[src/rtl/cpu_pkg.sv]
// Shared definitions for the exp5 accumulator CPU sequencer.
//  - opcode values OP_CLA..OP_BAN (opcode field is 8 bits wide)
//  - bit positions of the opcode and operand fields in the 16-bit instruction
//  - sequencer state encoding
package cpu_pkg;

  localparam int OPC_MSB = 15;
  localparam int OPC_LSB = 8;
  localparam int OPR_MSB = 7;
  localparam int OPR_LSB = 0;

  localparam logic [7:0] OP_CLA = 8'd0;
  localparam logic [7:0] OP_COM = 8'd1;
  localparam logic [7:0] OP_SHR = 8'd2;
  localparam logic [7:0] OP_CSL = 8'd3;
  localparam logic [7:0] OP_STP = 8'd4;
  localparam logic [7:0] OP_ADD = 8'd5;
  localparam logic [7:0] OP_STA = 8'd6;
  localparam logic [7:0] OP_LDA = 8'd7;
  localparam logic [7:0] OP_JMP = 8'd8;
  localparam logic [7:0] OP_BAN = 8'd9;

  typedef enum logic [2:0] {
    IDLE   = 3'd0,
    FETCH  = 3'd1,
    DECODE = 3'd2,
    MEM    = 3'd3,
    EXEC   = 3'd4,
    HALT   = 3'd5
  } state_t;

endpackage

[src/rtl/cpu_decode.sv]
// Combinational instruction classifier.
// Ports:
//  ir          in  16  latched instruction register
//  needs_mem   out 1   LDA/ADD: a data-memory read precedes execution
//  is_branch   out 1   JMP/BAN
//  is_store    out 1   STA
//  is_halt     out 1   STP
//  is_illegal  out 1   opcode outside 0..9 (also any unknown opcode)
module cpu_decode
  import cpu_pkg::*;
(
  input  logic [15:0] ir,
  output logic        needs_mem,
  output logic        is_branch,
  output logic        is_store,
  output logic        is_halt,
  output logic        is_illegal
);

  always_comb begin
    needs_mem  = 1'b0;
    is_branch  = 1'b0;
    is_store   = 1'b0;
    is_halt    = 1'b0;
    is_illegal = 1'b0;
    // An opcode that matches no item (including one carrying x bits)
    // lands in default and is flagged illegal.
    case (ir[OPC_MSB:OPC_LSB])
      OP_CLA, OP_COM, OP_SHR, OP_CSL: begin
      end
      OP_STP:         is_halt   = 1'b1;
      OP_ADD, OP_LDA: needs_mem = 1'b1;
      OP_STA:         is_store  = 1'b1;
      OP_JMP, OP_BAN: is_branch = 1'b1;
      default:        is_illegal = 1'b1;
    endcase
  end

endmodule

[src/rtl/cpu_seq_ctrl.sv]
// Fetch/decode/execute sequencer for the exp5 accumulator CPU.
// Ports:
//  clk, rst_n   clock, asynchronous active-low reset
//  start        level; leaves IDLE/HALT and fetches from PC=0, ignored elsewhere
//  ins_addr     instruction address (= PC) into combinational instruction memory
//  ins          instruction word {opcode[15:8], operand[7:0]}
//  acc_neg      accumulator sign, sampled in EXEC by BAN
//  alu_op       opcode of the executing instruction, valid with acc_we
//  acc_we       1-cycle strobe, accumulator loads ALU result
//  dmem_addr    data address = IR operand
//  dmem_re      1-cycle data read strobe (LDA/ADD), data valid the cycle after
//  dmem_we      1-cycle data write strobe (STA)
//  halted       high while in HALT
//  illegal      sticky illegal-opcode flag, cleared only by reset
//  pc_dbg       current PC
//  state_dbg    current sequencer state
// There is no valid/ready handshake: start is a plain level and every strobe
// is a registered single-cycle pulse with no back-pressure.
module cpu_seq_ctrl
  import cpu_pkg::*;
#(
  parameter int PC_W    = 7,
  parameter int DADDR_W = 8
) (
  input  logic               clk,
  input  logic               rst_n,
  input  logic               start,
  output logic [PC_W-1:0]    ins_addr,
  input  logic [15:0]        ins,
  input  logic               acc_neg,
  output logic [3:0]         alu_op,
  output logic               acc_we,
  output logic [DADDR_W-1:0] dmem_addr,
  output logic               dmem_re,
  output logic               dmem_we,
  output logic               halted,
  output logic               illegal,
  output logic [PC_W-1:0]    pc_dbg,
  output state_t             state_dbg
);

  state_t          state, state_nxt;
  logic [PC_W-1:0] pc;
  logic [15:0]     ir;

  logic needs_mem, is_branch, is_store, is_halt, is_illegal;
  logic is_acc_op;
  logic take_branch;

  cpu_decode u_decode (
    .ir         (ir),
    .needs_mem  (needs_mem),
    .is_branch  (is_branch),
    .is_store   (is_store),
    .is_halt    (is_halt),
    .is_illegal (is_illegal)
  );

  // Register-only ALU instructions: everything that is not one of the other classes.
  assign is_acc_op = ~(needs_mem | is_branch | is_store | is_halt | is_illegal);

  // JMP always redirects; BAN only on a negative accumulator.
  assign take_branch = is_branch &
                       ((ir[OPC_MSB:OPC_LSB] != OP_BAN) | acc_neg);

  always_ff @(posedge clk or negedge rst_n) begin
    if (!rst_n) state <= IDLE;
    else        state <= state_nxt;
  end

  always_comb begin
    state_nxt = state;
    case (state)
      IDLE:   if (start) state_nxt = FETCH;
      FETCH:  state_nxt = DECODE;
      DECODE: begin
        if (is_halt || is_illegal) state_nxt = HALT;
        else if (needs_mem)        state_nxt = MEM;
        else                       state_nxt = EXEC;
      end
      MEM:    state_nxt = EXEC;
      EXEC:   state_nxt = FETCH;
      HALT:   if (start) state_nxt = FETCH;
      default: state_nxt = IDLE;
    endcase
  end

  // PC, IR and registered strobes. Strobes are computed one state ahead so
  // they are high exactly during the MEM/EXEC cycle they belong to.
  always_ff @(posedge clk or negedge rst_n) begin
    if (!rst_n) begin
      pc        <= '0;
      ir        <= '0;
      alu_op    <= '0;
      dmem_addr <= '0;
      acc_we    <= 1'b0;
      dmem_re   <= 1'b0;
      dmem_we   <= 1'b0;
      illegal   <= 1'b0;
    end else begin
      acc_we  <= 1'b0;
      dmem_re <= 1'b0;
      dmem_we <= 1'b0;
      case (state)
        IDLE, HALT: if (start) pc <= '0;
        FETCH: begin
          ir <= ins;
          pc <= pc + PC_W'(1);
        end
        DECODE: begin
          alu_op    <= ir[OPC_LSB +: 4];
          dmem_addr <= ir[OPR_LSB +: DADDR_W];
          if (is_illegal) illegal <= 1'b1;
          acc_we  <= is_acc_op;
          dmem_re <= needs_mem;
          dmem_we <= is_store;
        end
        MEM:  acc_we <= 1'b1;
        // Overrides the increment done in FETCH.
        EXEC: if (take_branch) pc <= ir[OPR_LSB +: PC_W];
        default: begin
        end
      endcase
    end
  end

  assign ins_addr  = pc;
  assign pc_dbg    = pc;
  assign halted    = (state == HALT);
  assign state_dbg = state;

endmodule

[config.mk]
export PLATFORM = sky130hd
export DESIGN_NAME = cpu_seq_ctrl
export DESIGN_NICKNAME = d
export VERILOG_FILES = /design/src/rtl/cpu_pkg.sv /design/src/rtl/cpu_decode.sv /design/src/rtl/cpu_seq_ctrl.sv
export SDC_FILE = /design/constraint.sdc
export NUM_CORES = 1
export LEC_CHECK = 0
export ABC_AREA = 1
export BUFFER_PORTS_ARGS = -buffer_cell sky130_fd_sc_hd__buf_2
export CAP_MARGIN = 20
export CORE_UTILIZATION = 47
export CTS_CLUSTER_DIAMETER = 60
export CTS_CLUSTER_SIZE = 14
export DETAILED_ROUTE_END_ITERATION = 8
export PLACE_DENSITY_LB_ADDON = 0.08
export SLEW_MARGIN = 25
export SYNTH_ARGS = -nofsm -noshare
export SYNTH_HDL_FRONTEND = slang
export SYNTH_SLANG_ARGS = --single-unit
[constraint.sdc]
create_clock -name clk -period 1.2 [get_ports clk]
set_input_delay 0.06 -clock clk [delete_from_list [all_inputs] [get_ports clk]]
set_output_delay 0.06 -clock clk [all_outputs]
set_load 0.02 [all_outputs]
After elaboration in Yosys (flattened, before gate mapping). Index checks and enable logic that the tools add are counted. Widths: inputs -> output; s select.

Register bits after elaboration: 42. Output and inout bits: 34.

Add/sub/neg operators: 1. Equality and inequality tests: 17. Muxes and demuxes: 15. Bitwise logic cells: 8. Reduce and logical (&&, ||, !) cells: 10.

Operators with widths (number): $eq 8x3->1 const B (4); $pmux 7 s3 (1); $eq 8x2->1 const B (2); $eq 8x4->1 const B (2); $pmux 3 s5 (1); $mux 7 (2); $reduce_or 10->1 (1); $mux 3 (3); $eq 8x1->1 const B (1); $logic_not 8->1 (1); $ne 8x4->1 const B (1); $add 7x1->7 const B (1); $mux 1 (7); $eq 3x2->1 const B (2); $eq 3x3->1 const B (2); $reduce_or 2->1 (3); $or 1x1->1 (5); $eq 3x1->1 const B (1); $logic_not 3->1 (1); $reduce_and 3->1 (1); $reduce_bool 3->1 (1); $ne 2x1->1 const B (1); $ne 2x2->1 const B (1); $not 1->1 (2); other kinds (4) (4).

Depth between registers and ports, before layout.
Word-level depth: 9. Mapped depth: 9. Gate-level depth less buffers: 9.

Cells and area by module. From an unflattened synthesis, not the netlist that was laid out.

Cell total of the unflattened synthesis: 249. Area total of the unflattened synthesis: 2028.2 um2.

Modules (own cells, without submodules): cpu_seq_ctrl (instances 1, cells an instance 232, area an instance 1945.6 um2, sequential area each 1051.0 um2); cpu_decode (instances 1, cells an instance 17, area an instance 82.6 um2, sequential area each 0.0 um2).

Least setup slack after synthesis. Ideal clock, no wire load.

Kind: reg2reg. Start: reg pc[0] (netlist: ins_addr[0]). End: reg pc[2] (netlist: ins_addr[2]). Setup time: 0.118 ns. Arrival: 1.341 ns. Required time: 1.082 ns. Setup slack: -0.259 ns. Stages on the path, launching flop included: 7. Path buffers: 0. Period minus slack after synthesis: 1.459 ns. Path through: dfrtp_1 -> ha_1 -> or2_2 -> nand3_1 -> o21ai_0 -> nand3_1 -> nand2_1.

Cells in the longest elaborated chain, start to end: 2.

Ends and longest elaborated chain: from (decl) (line cpu_seq_ctrl.sv:43) `logic [PC_W-1:0] pc;`; from (signal assigned) (line cpu_seq_ctrl.sv:108) `pc <= pc + PC_W'(1);`; from (signal assigned) (line cpu_seq_ctrl.sv:120) `EXEC: if (take_branch) pc <= ir[OPR_LSB +: PC_W];`; $add 7x1->7 (line cpu_seq_ctrl.sv:108); $pmux 7 s3 (line cpu_seq_ctrl.sv:104) `case (state)`.

Every way passes these cells. A chain may end at the register's enable or synchronous reset.

Final worst setup path.
Start: reg state[2] (netlist: state_dbg[2]). End: reg ir[2].

Cells in the longest elaborated chain, start to end: 1.

Ends and longest elaborated chain: from (decl) (line cpu_seq_ctrl.sv:42) `state_t state, state_nxt;`; from (signal assigned) (line cpu_seq_ctrl.sv:68) `else state <= state_nxt;`; $eq 3x1->1 (line cpu_seq_ctrl.sv:104); to (signal assigned) (line cpu_seq_ctrl.sv:107) `ir <= ins;`; to (decl) (line cpu_seq_ctrl.sv:44) `logic [15:0] ir;`.

Every way passes these cells.

==> results by group <==
Synthesis
  – EDFF count, synth: 0
  – Register area share after synthesis: 51.6%
  – Most area-consuming cells after synthesis: dfrtp_1 (52%), nand2_1 (15%), o21ai_0 (6.9%), nand3_1 (4.9%), inv_1 (4.4%)
  – Top FF cell, synth: dfrtp_1
  – Post-Syn Instances: 247
  – Synth cell count leaders: nand2_1 (82), dfrtp_1 (42), o21ai_0 (28)
  – Synth Warn #: 0
  – Post-synth top area share: 51.6%
  – Synth cell types: 27
  – Top-count cell post-synth: nand2_1
  – Avg Cell Area, Syn: 8.25 um^2
  – Async SR Flop Fraction: 100%
  – Post-synth design cell area: 2040 um^2
  – Post-synthesis net count: 268
  – Flops & latches, synth: 42
  – Synth area leader: dfrtp_1

Global route
  – First-pass GRT wire length: 7470 um
  – Antenna violations before repair: 0
  – Vias in the first global route: around 1700
  – Global route overflow: 0
  – Global Route Usage Sum: 22.4%
  – Largest net degree at the start of global routing: 43

Clock tree
  – CTS max path bufs: 2
  – Clk slew on worst S/H paths: 80 ps
  – Clk sinks: 42
  – CTS tree: done
  – CTS buffer count: 5
  – Clk root buf: clkbuf_8
  – Clk Latency, worst-skew pair: ~300 ps
  – H-tree levels: 2

Cells and area
  – Register area: 1060 um^2
  – Layout cells sized above 1: 44.4%
  – Area of the multi-input gates: 960 um^2
  – # nets final: around 360
  – Util after Layout: 74.2%
  – Layout area overhead: 49.0%
  – Fill cells: between 300 and 400
  – ANT cells: 0

Outcome
  – Outcome: complete, but fails checks
  – Failing checks: setup timing

STA
  – Setup slack after layout: -43.5 ps
  – Setup_tns: -487 ps
  – Worst-Margin Slew: 291 ps
  – Final min period: between 1000 and 1500 ps
  – WHS: 173 ps
  – Final hold violations: 0
  – RSZ-0062 raised after global routing: yes
  – Period Utilization, post-route: 104%
  – Pins Over Slew Limit: 0
  – Clock skew: 11.7 ps
  – Fmax: 0.804 GHz
  – Final setup viols: 23
  – Max-slew headroom: 80.6%

Routing
  – DR WL/cell: 12.3 um
  – Via Count: roughly 1900
  – Detailed Route WL: between 4000 and 5000 um
  – DRC: 0
  – Drt first pass iters: 4
  – DRT antenna net count: 0
  – Iter 0 DRT Violations: 64
  – Vias per cell: 4.87

Power and ir drop
  – Clock power share: 14.4%
  – Switching pwr: 0.00346 W
  – Combinational power share: 54.1%
  – Pwr/cell area: 2620 nW/um^2
  – Sw Ratio: 43.6%
  – IR drop worst, VDD: approximately 1.5 mV
  – Pwr Total: around 0.0079 W
  – P_int: ~0.0045 W
  – Leak: 1.59 nW
  – Flop pwr share: 31.5%

Floorplanning
  – Die Footprint: 4600 um^2
  – Die W: 67.8 um
  – Rows: 23
  – Io pins: 54
  – Die H: 67.8 um
  – Area of the core: 4090 um^2
  – Initial Util: 49.8%

Worst setup path
  – Reg-to-reg slack, setup: -40 ps
  – CP endpoint kind: flop
  – WP data arrival: 1470 ps
  – Startpoint types: flop
  – WS Path Type: reg -> reg
  – R2R depth: 7
  – Largest fanout on the critical path: 7
  – Setup crit start: state_dbg[2]
  – CP endpoint: ir[2]
  – Reg2reg end: ir[2]
  – FF-to-FF Start: state_dbg[2]
  – Crit path required time: 1420 ps

Placed design
  – DP HPWL: 3000 um
  – Port buffer count: between 50 and 60
  – Setup slack at placement: -75.9 ps
  – Routability cong.: 0.817

Run
  – Max Cap Viol: 0

Worst hold path
  – Hold Path Class: in -> reg
-- cells by family (layout without fill, tap and decap cells) --
| logic type | after synthesis | count (layout) | share of synthesized area [%] |
|---|---|---|---|
| AO/OA/AOI/OAI | 36 | 36 | 9.40 |
| adder cells (fa/ha/maj) | 1 | 1 | 0.614 |
| buffers and inverters | 43 | 134 | 10.6 |
| flip-flops | 42 | 42 | 51.6 |
| AND/OR/NAND/NOR | 125 | 125 | 27.8 |
-- registers in the layout, summed over array words and instances (netlist names) --
| signal | flops |
|---|---|
| acc_we | 1 |
| dmem_re | 1 |
| alu_op | 4 |
| dmem_we | 1 |
| dmem_addr | 8 |
| illegal | 1 |
| ir | 16 |
| ins_addr | 7 |
| state_dbg | 3 |
-- power by group through the flow --
stage	Clock [W]	Sequential, W	Combinational [W]
final	0.00115	0.00250	0.00430
after global routing	0.00123	0.00258	0.00474
after CTS	0.00115	0.00247	0.00362
after detailed placement	0	0.00248	0.00337
after global placement	0	0.00246	0.00333
after floorplan	0	0.00282	0.00197
-- layout make-up --
class | count | share of cell area, %
Timing Repair Buffer | 98 | 23.8
Tap cell | 50 | 2.06
Clock inverter | 1 | 0.990
Inverter | 29 | 4.00
Multi-Input combinational cell | 162 | 31.6
Clock buffer | 6 | 2.72
Sequential cell | 42 | 34.8
-- stage by stage --
stage               instances  cell area, um^2
floorplan                 247             2100
global placement          353             2480
detailed placement        353             2480
CTS                       380             2830
global route              388             3030
finish                    388             3030
-- worst min-delay path by stage --
stage                  from           to  slack (ps)  depth (start not counted)
CTS                 acc_neg  ins_addr[5]         180                          5
detailed placement    rst_n    alu_op[2]          50                          2
floorplan             rst_n       acc_we        -240                          0
finish              acc_neg  ins_addr[5]         170                          5
global route        acc_neg  ins_addr[6]         190                          5
global placement      rst_n    alu_op[0]          50                          2
-- cells in the final DEF (no fill, tap or decap), types with 3 or more instances in the layout --
cell and count:
buf_2 52, buf_4 21, buf_8 3, clkbuf_8 6
dfrtp_1 37, dfrtp_2 5, dlygate4sd3_1 17, inv_1 22
inv_2 4, nand2_1 62, nand2_2 16, nand2_4 7
nand3_1 14, nand3_2 7, nor2_1 4, nor2_2 5
nor2_4 3, o21ai_0 17, o21ai_1 8, o21ai_2 4
-- metal layers --
layer	track usage [%]	wire length, um	vias up
met5	0	0	-
met4	8.07	64	0
met3	4.83	164	7
met2	35.5	2250	45
met1	30.3	2300	880
li1	-	-	958
-- what timing repair did --
action,in CTS,in global routing
resized for setup,14,50
buffers inserted,3,7
endpoints found under the hold margin,58,0
hold buffers,17,0
setup endpoints to repair,18,31
cloned,0,1
pin swaps,15,22
-- worst max-delay path: stages, from the launching register on --
cell     delay, ps
dfrtp_2        420
inv_4           70
nand2_4         70
nor2_8         170
buf_8          160
buf_8          150
nand2_2         50
o21ai_1         70
Note: power is estimated with default switching activity, not from simulation.
